## config.mk

```make
export PLATFORM = sky130hd
export DESIGN_NAME = dds_ftw_loader
export DESIGN_NICKNAME = d
export VERILOG_FILES = /design/src/rtl/dds_ftw_loader.sv
export SDC_FILE = /design/constraint.sdc
export NUM_CORES = 1
export LEC_CHECK = 0
export CAP_MARGIN = 20
export CELL_PAD_IN_SITES_DETAIL_PLACEMENT = 1
export CELL_PAD_IN_SITES_GLOBAL_PLACEMENT = 1
export CORE_ASPECT_RATIO = 1.4
export CORE_MARGIN = 3
export CORE_UTILIZATION = 47
export CTS_BUF_LIST = sky130_fd_sc_hd__clkbuf_2 sky130_fd_sc_hd__clkbuf_4 sky130_fd_sc_hd__clkbuf_8
export CTS_CLUSTER_SIZE = 25
export DETAILED_ROUTE_END_ITERATION = 8
export GPL_ROUTABILITY_DRIVEN = 0
export PLACE_DENSITY = 0.79
export SETUP_SLACK_MARGIN = 0.05
export SLEW_MARGIN = 15
export SYNTH_ARGS = -nofsm -noshare
export SYNTH_HDL_FRONTEND = slang
export SYNTH_SLANG_ARGS = --single-unit
```

## constraint.sdc

```tcl
create_clock -name clk -period 4 [get_ports clk]
set_input_delay 0.6 -clock clk [delete_from_list [all_inputs] [get_ports clk]]
set_output_delay 0.6 -clock clk [all_outputs]
set_load 0.005 [all_outputs]
```

## src/rtl/dds_ftw_loader.sv

```systemverilog
// Purpose: splits a tuning word into MSB-first byte register writes, skipping unchanged bytes, then requests one I/O update.
// Latency: accept -> first wr_valid 2 cycles, 2 cycles per written byte, 1 per skipped byte; cmd_done ends every command.
// Backpressure: cmd_ready only in IDLE; write held stable until wr_ready; upd_req held until upd_ack.
//
// Ports:
//   clk, rst_n            clock, asynchronous active-low reset
//   cmd_valid/ready/ftw   tuning-word command handshake (MSB byte in the top bits)
//   wr_valid/ready        register write handshake to the bus writer, with wr_addr/wr_data
//   upd_req/upd_ack       I/O-update strobe request and acknowledge
//   cmd_done              one-cycle pulse when a command completes
//   wr_count              bytes written by the most recent command
module dds_ftw_loader #(
    parameter logic [5:0] BASE_ADDR      = 6'h04,
    parameter int         NBYTES         = 6,
    parameter bit         SKIP_UNCHANGED = 1'b1
) (
    input  logic                  clk,
    input  logic                  rst_n,
    input  logic                  cmd_valid,
    output logic                  cmd_ready,
    input  logic [8*NBYTES-1:0]   cmd_ftw,
    output logic                  wr_valid,
    input  logic                  wr_ready,
    output logic [5:0]            wr_addr,
    output logic [7:0]            wr_data,
    output logic                  upd_req,
    input  logic                  upd_ack,
    output logic                  cmd_done,
    output logic [3:0]            wr_count
);

    localparam logic [2:0] LAST_IDX = 3'(NBYTES - 1);

    typedef enum logic [2:0] {
        IDLE,
        SCAN,
        WRITE,
        FINISH,
        UPDATE,
        DONE
    } state_t;

    state_t      state_q, state_d;
    logic [2:0]  idx_q, idx_d;
    logic [3:0]  cnt_q, cnt_d;
    logic [7:0]  work_q   [NBYTES];
    logic [7:0]  work_d   [NBYTES];
    logic [7:0]  shadow_q [NBYTES];
    logic [7:0]  shadow_d [NBYTES];
    logic        shadow_valid_q, shadow_valid_d;
    logic [5:0]  wr_addr_q, wr_addr_d;
    logic [7:0]  wr_data_q, wr_data_d;
    logic [3:0]  wr_count_q, wr_count_d;
    logic        cmd_ready_q, cmd_ready_d;
    logic        wr_valid_q, wr_valid_d;
    logic        upd_req_q, upd_req_d;
    logic        cmd_done_q, cmd_done_d;
    logic        need_wr;

    always_comb begin
        state_d        = state_q;
        idx_d          = idx_q;
        cnt_d          = cnt_q;
        work_d         = work_q;
        shadow_d       = shadow_q;
        shadow_valid_d = shadow_valid_q;
        wr_addr_d      = wr_addr_q;
        wr_data_d      = wr_data_q;
        wr_count_d     = wr_count_q;

        // A byte is sent unless skipping is enabled and the shadow is known to match it.
        need_wr = !SKIP_UNCHANGED || !shadow_valid_q || (work_q[idx_q] != shadow_q[idx_q]);

        case (state_q)
            IDLE: begin
                if (cmd_valid && cmd_ready_q) begin
                    for (int i = 0; i < NBYTES; i++) begin
                        work_d[i] = cmd_ftw[8*(NBYTES-1-i) +: 8];
                    end
                    idx_d   = 3'd0;
                    cnt_d   = 4'd0;
                    state_d = SCAN;
                end
            end
            SCAN: begin
                if (need_wr) begin
                    // 6-bit address arithmetic wraps silently above 6'h3F.
                    wr_addr_d = BASE_ADDR + {3'b000, idx_q};
                    wr_data_d = work_q[idx_q];
                    state_d   = WRITE;
                end else if (idx_q == LAST_IDX) begin
                    state_d = FINISH;
                end else begin
                    idx_d = idx_q + 3'd1;
                end
            end
            WRITE: begin
                if (wr_valid_q && wr_ready) begin
                    shadow_d[idx_q] = wr_data_q;
                    cnt_d           = cnt_q + 4'd1;
                    if (idx_q == LAST_IDX) begin
                        state_d = FINISH;
                    end else begin
                        idx_d   = idx_q + 3'd1;
                        state_d = SCAN;
                    end
                end
            end
            FINISH: begin
                shadow_valid_d = 1'b1;
                wr_count_d     = cnt_q;
                state_d        = (cnt_q != 4'd0) ? UPDATE : DONE;
            end
            UPDATE: begin
                if (upd_ack) begin
                    state_d = DONE;
                end
            end
            DONE: begin
                state_d = IDLE;
            end
            default: begin
                state_d = IDLE;
            end
        endcase

        // Handshake outputs are registered decodes of the next state so they
        // line up exactly with the state they belong to.
        cmd_ready_d = (state_d == IDLE);
        wr_valid_d  = (state_d == WRITE);
        upd_req_d   = (state_d == UPDATE);
        cmd_done_d  = (state_d == DONE);
    end

    always_ff @(posedge clk or negedge rst_n) begin
        if (!rst_n) begin
            state_q        <= IDLE;
            idx_q          <= 3'd0;
            cnt_q          <= 4'd0;
            shadow_valid_q <= 1'b0;
            wr_addr_q      <= 6'd0;
            wr_data_q      <= 8'd0;
            wr_count_q     <= 4'd0;
            cmd_ready_q    <= 1'b1;
            wr_valid_q     <= 1'b0;
            upd_req_q      <= 1'b0;
            cmd_done_q     <= 1'b0;
            for (int i = 0; i < NBYTES; i++) begin
                work_q[i]   <= 8'd0;
                shadow_q[i] <= 8'd0;
            end
        end else begin
            state_q        <= state_d;
            idx_q          <= idx_d;
            cnt_q          <= cnt_d;
            shadow_valid_q <= shadow_valid_d;
            wr_addr_q      <= wr_addr_d;
            wr_data_q      <= wr_data_d;
            wr_count_q     <= wr_count_d;
            cmd_ready_q    <= cmd_ready_d;
            wr_valid_q     <= wr_valid_d;
            upd_req_q      <= upd_req_d;
            cmd_done_q     <= cmd_done_d;
            for (int i = 0; i < NBYTES; i++) begin
                work_q[i]   <= work_d[i];
                shadow_q[i] <= shadow_d[i];
            end
        end
    end

    assign cmd_ready = cmd_ready_q;
    assign wr_valid  = wr_valid_q;
    assign wr_addr   = wr_addr_q;
    assign wr_data   = wr_data_q;
    assign upd_req   = upd_req_q;
    assign cmd_done  = cmd_done_q;
    assign wr_count  = wr_count_q;

endmodule

```

==> impl_metrics.json, run 1 <==
{
  "max-slew-margin-rel": 0.474,
  "dr.pass1.iters": 4,
  "grt.overflow.total": 0,
  "clk_pin_slew_ns": 0.08,
  "cts_tree": "built",
  "cts_buffers": 17,
  "grt_setup_unrepaired": "no",
  "final_cell_mix": "dfrtp_1, mux2_2, clkdlybuf4s50_1, clkbuf_8, mux2i_1",
  "dp_hpwl_mm": 11.1,
  "maxSlewViolCount": 0,
  "layout_min_cycle_time_ns": 3.70,
  "fin_nets": 589,
  "antenna_cells": 0,
  "crit_arrival_ns": 4.03,
  "synth_area_per_cell_sq_um": 13.4,
  "cp-end-kind": "flop",
  "die_y_um": 141,
  "drtIter0Drc": 210,
  "r2r_slack_ns": 0.30,
  "r2r-end": "wr_addr[3]$_DFFE_PN0P_",
  "worstSkewPairLatency_ns": 0.44,
  "final_common_cell": "dfrtp_1",
  "placedCellCount": 663,
  "ir_drop_mv": 0.353,
  "wire_per_inst_um": 22.5,
  "combPwrFrac": 0.417,
  "synth-seq-cells": 127,
  "placement.io_buffers": 72,
  "start_util": 0.488,
  "grt_start_max_net_pins": 84,
  "synthDistinctLibCells": 56,
  "hp-class": "in -> async",
  "p_per_area_mw_per_mm2": 795,
  "synth_area_sq_mm": 0.00609,
  "path_class": "reg -> reg",
  "final_cells": 695,
  "power_switching_share": 0.368,
  "clk_path_buf_depth": 2,
  "synth_edf_count": 0,
  "max_slew.worst_pin.slew_ns": 0.790,
  "die_w_um": 102,
  "fmax_ghz": 0.270,
  "io_pins": 75,
  "setup_viol": 0,
  "h-tree-depth": 4,
  "vias_per_cell": 5.86,
  "ctsResizeCount": 0,
  "seqPwrFrac": 0.375,
  "dieArea_sq_mm": 0.0144,
  "fin_setup_tns_ns": 0,
  "cp_max_fo": 32,
  "drive_gt1_frac": 0.339,
  "clockPowerShare": 0.208,
  "synthCells": 455,
  "critPathRequiredTime_ns": 4.33,
  "p_int_mw": 3.71,
  "cts_setup_buffers": 0,
  "coreArea_sq_mm": 0.0125,
  "drc_errors": 0,
  "async_flop_share": 1.00,
  "detail-route-antenna-nets": 0,
  "grt_util_all_layers": 0.235,
  "yosys_warnings": 0,
  "num_rows": 48,
  "ys_seq_area_frac": 0.522,
  "grt_antenna_before_repair": 0,
  "cap_violations": 0,
  "power_mw": 5.88,
  "ff2ff_path_depth": 7,
  "vias": 4073,
  "reg2reg_from": "idx_q[2]$_DFFE_PN0P_",
  "hold_viol": 0,
  "status": "complete, no violations",
  "finalCritPeriodShare": 0.926,
  "synth_ff_type": "dfrtp_1",
  "p_leak_nw": 3.25,
  "cts_sinks": 127,
  "area_delta_synth_final_pct": 21.4,
  "clock-skew-final_ns": 0.00783,
  "cts-hold-fix-buffers": 0,
  "p_sw_mw": 2.17,
  "cp-start-kind": "flop",
  "totalWireLength_mm": 15.6,
  "grt_pass1_wl_mm": 25.1,
  "grt_pass1_vias": 4564,
  "cts-root-buf": "clkbuf_8"
}
area by class of cell:
type	instances	area [sq um]
clock buffers	19	255
clock inverters	13	188
fillers	1257	5090
inverters	8	30.0
multi-input cells	295	2750
flip-flops and latches	127	3180
well taps	150	188
repair buffers	83	805
routing by layer:
layer | vias up | wire length (um) | global-route usage | share of wire
li1 | 1816 | - | - | -
met1 | 2106 | 5920 | 0.269 | 0.38
met2 | 115 | 8620 | 0.418 | 0.55
met3 | 36 | 580 | 0.0455 | 0.037
met4 | 0 | 512 | 0.105 | 0.033
met5 | - | 0 | 0 | 0
registers in the layout, summed over array words and instances (netlist names), 3 cells and up:
register / count
state_q: 3
idx_q: 3
shadow_q: 48
work_q: 48
wr_count: 4
wr_data: 8
cnt_q: 4
wr_addr: 4
per-stage QoR:
| stage | util | instance area (sq um) | worst slack [ns] | hold slack [ns] |
|---|---|---|---|---|
| 4_1_cts | 0.592 | 7390 | 0.368 | 0.369 |
| 5_1_grt | 0.592 | 7400 | 0.135 | 0.219 |
| 6_report | 0.592 | 7400 | 0.297 | 0.147 |
| 3_3_place_gp | 0.556 | 6950 | 0.489 | 0.466 |
| 2_1_floorplan | - | 6100 | 1.20 | 0.304 |
| 3_5_place_dp | 0.556 | 6950 | 0.373 | 0.473 |
critical path: stages, from the launching register on:
cell and delay (ns):
dfrtp_1 0.73, buf_4 0.47, inv_1 0.30, a222oi_1 0.64, xnor2_1 0.28, nand4_4 0.21, o21ai_4 0.55, mux2_2 0.40
how the worst max path moves through the flow:
stage / start / to
6_report: idx_q[2]$_DFFE_PN0P_ / wr_addr[3]$_DFFE_PN0P_
5_1_grt: idx_q[0]$_DFFE_PN0P_ / wr_addr[1]$_DFFE_PN0P_
4_1_cts: idx_q[2]$_DFFE_PN0P_ / wr_addr[1]$_DFFE_PN0P_
3_5_place_dp: idx_q[2]$_DFFE_PN0P_ / wr_data[7]$_DFFE_PN0P_
3_3_place_gp: idx_q[2]$_DFFE_PN0P_ / wr_addr[2]$_DFFE_PN0P_
2_1_floorplan: idx_q[2]$_DFFE_PN0P_ / wr_data[0]$_DFFE_PN0P_
cells by family after synthesis:
group                    share of synthesized area
adder cells (fa/ha/maj)                    0.00822
other                                     0.000616
AND/OR/NAND/NOR                             0.0614
XOR/XNOR                                    0.0129
AO/OA/AOI/OAI                               0.0772
buffers and inverters                       0.0283
flip-flops                                   0.522
multiplexers                                 0.289
synth_stat cells, types with 3 or more instances:
cell type / instances / area [sq um]
inv_1: 8 / 30.0
clkbuf_1: 12 / 45.0
a22o_1: 3 / 26.3
mux4_2: 8 / 180
dfrtp_1: 126 / 3150
mux2i_1: 16 / 160
nand2_1: 15 / 56.3
nor3_1: 4 / 20.0
mux2_2: 117 / 1320
o21ai_0: 10 / 50.1
nor3b_1: 3 / 22.5
nor2_1: 14 / 52.6
xnor2_1: 3 / 26.3
buf_2: 3 / 15.0
a211oi_1: 3 / 22.5
ha_1: 4 / 50.1
nand3_1: 7 / 35.0
nor2b_1: 4 / 25.0
o22ai_1: 4 / 25.0
xor2_1: 6 / 52.6
buf_4: 6 / 45.0
buf_1: 3 / 11.3
mux2_4: 7 / 105
nand2b_1: 9 / 56.3
a22oi_1: 8 / 60.1
a21oi_1: 11 / 55.1
power groups by stage:
stage | Combinational [mW] | Sequential, mW | Clock (mW)
CTS | 2.46 | 2.21 | 1.26
global route | 2.67 | 2.28 | 1.31
global placement | 2.34 | 2.19 | 0
detailed placement | 2.44 | 2.22 | 0
floorplan | 1.84 | 2.00 | 0
finish | 2.45 | 2.20 | 1.22
(Power assumes the default switching activity.)
==> run 2: changes to the inputs <==
--- a/config.mk
+++ b/config.mk
@@ -9,15 +9,14 @@
 export CELL_PAD_IN_SITES_DETAIL_PLACEMENT = 1
 export CELL_PAD_IN_SITES_GLOBAL_PLACEMENT = 1
 export CORE_ASPECT_RATIO = 1.4
-export CORE_MARGIN = 3
 export CORE_UTILIZATION = 47
 export CTS_BUF_LIST = sky130_fd_sc_hd__clkbuf_2 sky130_fd_sc_hd__clkbuf_4 sky130_fd_sc_hd__clkbuf_8
 export CTS_CLUSTER_SIZE = 25
 export DETAILED_ROUTE_END_ITERATION = 8
 export GPL_ROUTABILITY_DRIVEN = 0
 export PLACE_DENSITY = 0.79
+export RECOVER_POWER = 25
 export SETUP_SLACK_MARGIN = 0.05
-export SLEW_MARGIN = 15
 export SYNTH_ARGS = -nofsm -noshare
 export SYNTH_HDL_FRONTEND = slang
 export SYNTH_SLANG_ARGS = --single-unit
==> impl_metrics.json, run 2 (same netlist as run 1, synthesis figures left out) <==
{
  "status": "complete, but fails checks",
  "violations": "design-rule violations, max-capacitance violations, max-slew violations",
  "drtIter0Drc": 158,
  "clock-skew-final_ns": 0.0110,
  "power_switching_share": 0.371,
  "worstSkewPairLatency_ns": 0.44,
  "r2r-end": "wr_addr[2]$_DFFE_PN0P_",
  "dp_hpwl_mm": 10.9,
  "ir_drop_mv": 0.348,
  "detail-route-antenna-nets": 0,
  "ff2ff_path_depth": 8,
  "cp-endpoint": "wr_addr[2]$_DFFE_PN0P_",
  "p_per_area_mw_per_mm2": 786,
  "cp-start-kind": "flop",
  "path_class": "reg -> reg",
  "p_sw_mw": 2.15,
  "p_int_mw": 3.65,
  "start_util": 0.488,
  "grt_setup_unrepaired": "no",
  "cp_max_fo": 18,
  "crit_arrival_ns": 3.89,
  "crit_chain": "buf_4 > mux4_2 > a22oi_1 > xor2_1 > a2111oi_4 > nand4_4 > o21ai_4 > mux2_2",
  "crit_slowest_cell": "dfrtp_1",
  "antenna_cells": 0,
  "max-slew-margin-rel": -0.970,
  "worst-path-buf-inv": 1,
  "critPathRequiredTime_ns": 4.32,
  "drc_errors": 4,
  "layout_min_cycle_time_ns": 3.56,
  "die_y_um": 137,
  "reg2reg_from": "idx_q[2]$_DFFE_PN0P_",
  "cts-root-buf": "clkbuf_8",
  "area_delta_synth_final_pct": 21.2,
  "cp.depth": 8,
  "grt_antenna_before_repair": 0,
  "cp-end-kind": "flop",
  "vias_per_cell": 5.81,
  "placement.io_buffers": 72,
  "h-tree-depth": 4,
  "r2r_slack_ns": 0.44,
  "final_cell_mix": "dfrtp_1, mux2_2, clkdlybuf4s50_1, clkbuf_8, mux2i_1",
  "setup_viol": 0,
  "seqPwrFrac": 0.380,
  "clk_path_buf_depth": 2,
  "combPwrFrac": 0.426,
  "ctsResizeCount": 0,
  "final_common_cell": "dfrtp_1",
  "max_stage_delay_ns": 0.74,
  "cts_sinks": 127,
  "grt_pass1_vias": 4539,
  "maxSlewViolCount": 56,
  "placed_area_sq_mm": 0.00699,
  "hp-start": "wr_addr[0]$_DFFE_PN0P_",
  "finalCritPeriodShare": 0.891,
  "grt_start_max_net_pins": 73,
  "fin_area_sq_mm": 0.00738,
  "hp-class": "reg -> reg",
  "cts_buffers": 17,
  "dieArea_sq_mm": 0.0134,
  "io_pins": 75,
  "path_delay_family": "compound AO/OA/AOI/OAI gates",
  "p_leak_nw": 3.26,
  "coreArea_sq_mm": 0.0125,
  "cts_setup_buffers": 0,
  "clk_pin_slew_ns": 0.07,
  "vias": 4053,
  "max_slew.worst_pin.slew_ns": 2.96,
  "die_w_um": 98.2,
  "num_rows": 48,
  "dr.pass1.iters": 8,
  "fmax_ghz": 0.281,
  "cts_tree": "built",
  "clockPowerShare": 0.194,
  "fin_nets": 592,
  "grt_pass1_wl_mm": 25.0,
  "hold_ws_ns": 0.479,
  "drive_gt1_frac": 0.341,
  "fin_setup_tns_ns": 0,
  "cts-hold-fix-buffers": 0,
  "cap_violations": 1,
  "totalWireLength_mm": 15.5,
  "cp-startpoint": "idx_q[2]$_DFFE_PN0P_",
  "grt.overflow.total": 0,
  "hold_viol": 0,
  "grt_util_all_layers": 0.251,
  "wire_per_inst_um": 22.2
}
## run 2: how the worst min path moves through the flow
stage | to | cells after the start
after CTS | cnt_q[2]$_DFFE_PN0P_ | 1
after floorplan | cmd_done$_DFF_PN0_ | 0
after global routing | wr_addr[0]$_DFFE_PN0P_ | 1
after global placement | wr_count[1]$_DFFE_PN0N_ | 2
after detailed placement | wr_addr[0]$_DFFE_PN0P_ | 1
final | wr_addr[0]$_DFFE_PN0P_ | 1
## run 2: cell type report
class                           count  area [sq um]
Multi-Input combinational cell    295          2750
Clock buffer                       22           290
Clock inverter                     10           111
Tap cell                          150           188
Sequential cell                   127          3180
Inverter                            8          30.0
Fill cell                        1237          5110
Timing Repair Buffer               86           832
## run 2: metal layers
layer / up-vias / part of all wire / wire length [um] / global-route usage
met2: 81 / 0.55 / 8560 / 0.459
met3: 26 / 0.024 / 374 / 0.0582
met1: 2127 / 0.40 / 6160 / 0.286
li1: 1819 / - / - / -
met5: - / 0 / 0 / 0
met4: 0 / 0.027 / 412 / 0.0962
## run 2: stage by stage
stage / power [mW] / setup WS, ns / utilization / std cells
finish: 5.80 / 0.438 / 0.591 / 698
global route: 6.13 / 0.277 / 0.591 / 698
detailed placement: 4.67 / 0.475 / 0.559 / 666
global placement: 4.54 / 0.602 / 0.559 / 666
floorplan: 3.84 / 1.20 / - / 456
CTS: 5.83 / 0.452 / 0.591 / 698
## run 2: power by group through the flow
stage	logic (mW)	registers (mW)	clock network, mW
2_1_floorplan	1.84	2.00	0
3_3_place_gp	2.35	2.19	0
3_5_place_dp	2.46	2.22	0
4_1_cts	2.49	2.20	1.15
5_1_grt	2.66	2.27	1.20
6_report	2.47	2.20	1.12
==> run 3: changes to the inputs <==
--- a/config.mk
+++ b/config.mk
@@ -14,6 +14,7 @@
 export CTS_CLUSTER_SIZE = 25
 export DETAILED_ROUTE_END_ITERATION = 8
 export GPL_ROUTABILITY_DRIVEN = 0
+export GPL_TIMING_DRIVEN = 0
 export PLACE_DENSITY = 0.79
 export RECOVER_POWER = 25
 export SETUP_SLACK_MARGIN = 0.05
==> impl_metrics.json, run 3 (same netlist as run 1, synthesis figures left out) <==
{
  "status": "complete, but fails checks",
  "violations": "design-rule violations",
  "fin_nets": 608,
  "worstSkewPairLatency_ns": 0.43,
  "drive_gt1_frac": 0.330,
  "crit_arrival_ns": 3.82,
  "dp_hpwl_mm": 11.5,
  "cts_sinks": 127,
  "fill_cells": 1256,
  "coreArea_sq_mm": 0.0125,
  "maxSlewViolCount": 0,
  "drtIter0Drc": 220,
  "wire_per_inst_um": 23.5,
  "grt_antenna_before_repair": 0,
  "vias_per_cell": 5.88,
  "cap_violations": 0,
  "grt.overflow.total": 0,
  "multiInputGateArea_sq_mm": 0.00275,
  "cts_setup_buffers": 0,
  "start_util": 0.488,
  "p_per_area_mw_per_mm2": 778,
  "dr.pass1.iters": 9,
  "io_pins": 75,
  "vias": 4191,
  "totalWireLength_mm": 16.8,
  "cp-start-kind": "flop",
  "grt_start_max_net_pins": 104,
  "fin_area_sq_mm": 0.00739,
  "seq_area_sq_mm": 0.00318,
  "placed_area_sq_mm": 0.00705,
  "grt_pass1_vias": 4736,
  "hold_viol": 0,
  "setup_viol": 0,
  "cts_tree": "built",
  "final_cell_mix": "dfrtp_1, mux2_2, clkdlybuf4s50_1, clkbuf_8, mux2i_1",
  "hp-class": "reg -> reg",
  "drc_errors": 4,
  "dieArea_sq_mm": 0.0134,
  "grt_setup_unrepaired": "no",
  "placement.io_buffers": 72,
  "p_leak_nw": 3.26,
  "critPathRequiredTime_ns": 4.31,
  "fmax_ghz": 0.285,
  "antenna_cells": 0,
  "cp_max_fo": 10,
  "grt_pass1_wl_mm": 26.4,
  "final_common_cell": "dfrtp_1",
  "cts_buffers": 17,
  "grt_util_all_layers": 0.270,
  "path_class": "reg -> reg",
  "detail-route-antenna-nets": 0,
  "h-tree-depth": 4,
  "area_delta_synth_final_pct": 21.2,
  "finalCritPeriodShare": 0.876,
  "layout_min_cycle_time_ns": 3.50,
  "num_rows": 48,
  "die_y_um": 137,
  "power_mw": 5.75,
  "clk_pin_slew_ns": 0.07,
  "die_w_um": 98.2,
  "cts-root-buf": "clkbuf_8",
  "max_slew.worst_pin.slew_ns": 1.42,
  "cp-end-kind": "flop",
  "clk_path_buf_depth": 2,
  "ir_drop_mv": 0.401,
  "clock-skew-final_ns": 0.00821,
  "max-slew-margin-rel": 0.0508
}
run 3: changes by cell type in the layout (fill, tap and decap cells not counted), sizes merged:
cell | previous run | this run
clkinv | 5 | 4
clkbuf | 23 | 39
clkinvlp | 3 | 2
dlygate4sd3 | 0 | 1
bufinv | 2 | 0
buf | 14 | 16
run 3: path summary, 6_finish.rpt:
| path | from | end | slack [ns] | cells past startpoint |
|---|---|---|---|---|
| min in group asynchronous | rst_n | cnt_q[3]$_DFFE_PN0P_ | 1.01 | 2 |
| max reg2reg | idx_q[0]$_DFFE_PN0P_ | wr_data[6]$_DFFE_PN0P_ | 0.50 | 10 |
| max in group asynchronous | rst_n | state_q[2]$_DFF_PN0_ | 0.79 | 3 |
| min | wr_count[0]$_DFFE_PN0N_ | wr_count[0]$_DFFE_PN0N_ | 0.48 | 2 |
| min reg2reg | wr_count[0]$_DFFE_PN0N_ | wr_count[0]$_DFFE_PN0N_ | 0.48 | 2 |
| max | idx_q[0]$_DFFE_PN0P_ | wr_data[6]$_DFFE_PN0P_ | 0.50 | 10 |
run 3: per-stage QoR:
step	TNS, ns	setup slack, ns	utilization	hold WS, ns	cells
after floorplan	0	1.20	-	0.304	456
after global placement	-317.53	-2.52	0.561	0.464	678
after detailed placement	0	0.484	0.564	0.468	680
after CTS	0	0.445	0.593	0.485	712
after global routing	0	0.284	0.591	0.518	713
final	0	0.496	0.591	0.481	713
run 3: cell type report:
type / count / share of cell area
buffer: 26 / 0.0193
clock buffer: 25 / 0.0424
inverter: 8 / 0.00407
tap: 150 / 0.0254
timing repair buffer: 76 / 0.101
sequential: 127 / 0.430
clock inverter: 6 / 0.00474
multi-input combinational: 295 / 0.373
run 3: where the power goes:
part	total (mW)	internal [mW]	leakage (nW)	switching, mW
Clock	0.988	0.504	0.183	0.484
Combinational	2.65	1.30	1.45	1.36
Sequential	2.11	1.76	1.63	0.351
run 3: what timing repair did:
action	4_1_cts	5_1_grt
endpoints found under the hold margin	8	0
resized for setup	0	0
hold buffers	1	0
run 3: metal layers:
metal  global-route usage  wire (um)  share of wire
met1                0.290       6340           0.38
met2                0.517       9510           0.57
met5                    0          0              0
met3               0.0541        540          0.032
met4                0.105        399          0.024
run 3: worst max-delay path, stage by stage (launching register included):
cell and delay (ns):
dfrtp_1 0.48, buf_4 0.32, buf_4 0.28, mux2_2 0.39
a22oi_1 0.30, xor2_1 0.18, a2111oi_4 0.42, nand4_4 0.22
o21ai_4 0.28, buf_8 0.21, mux2_4 0.31
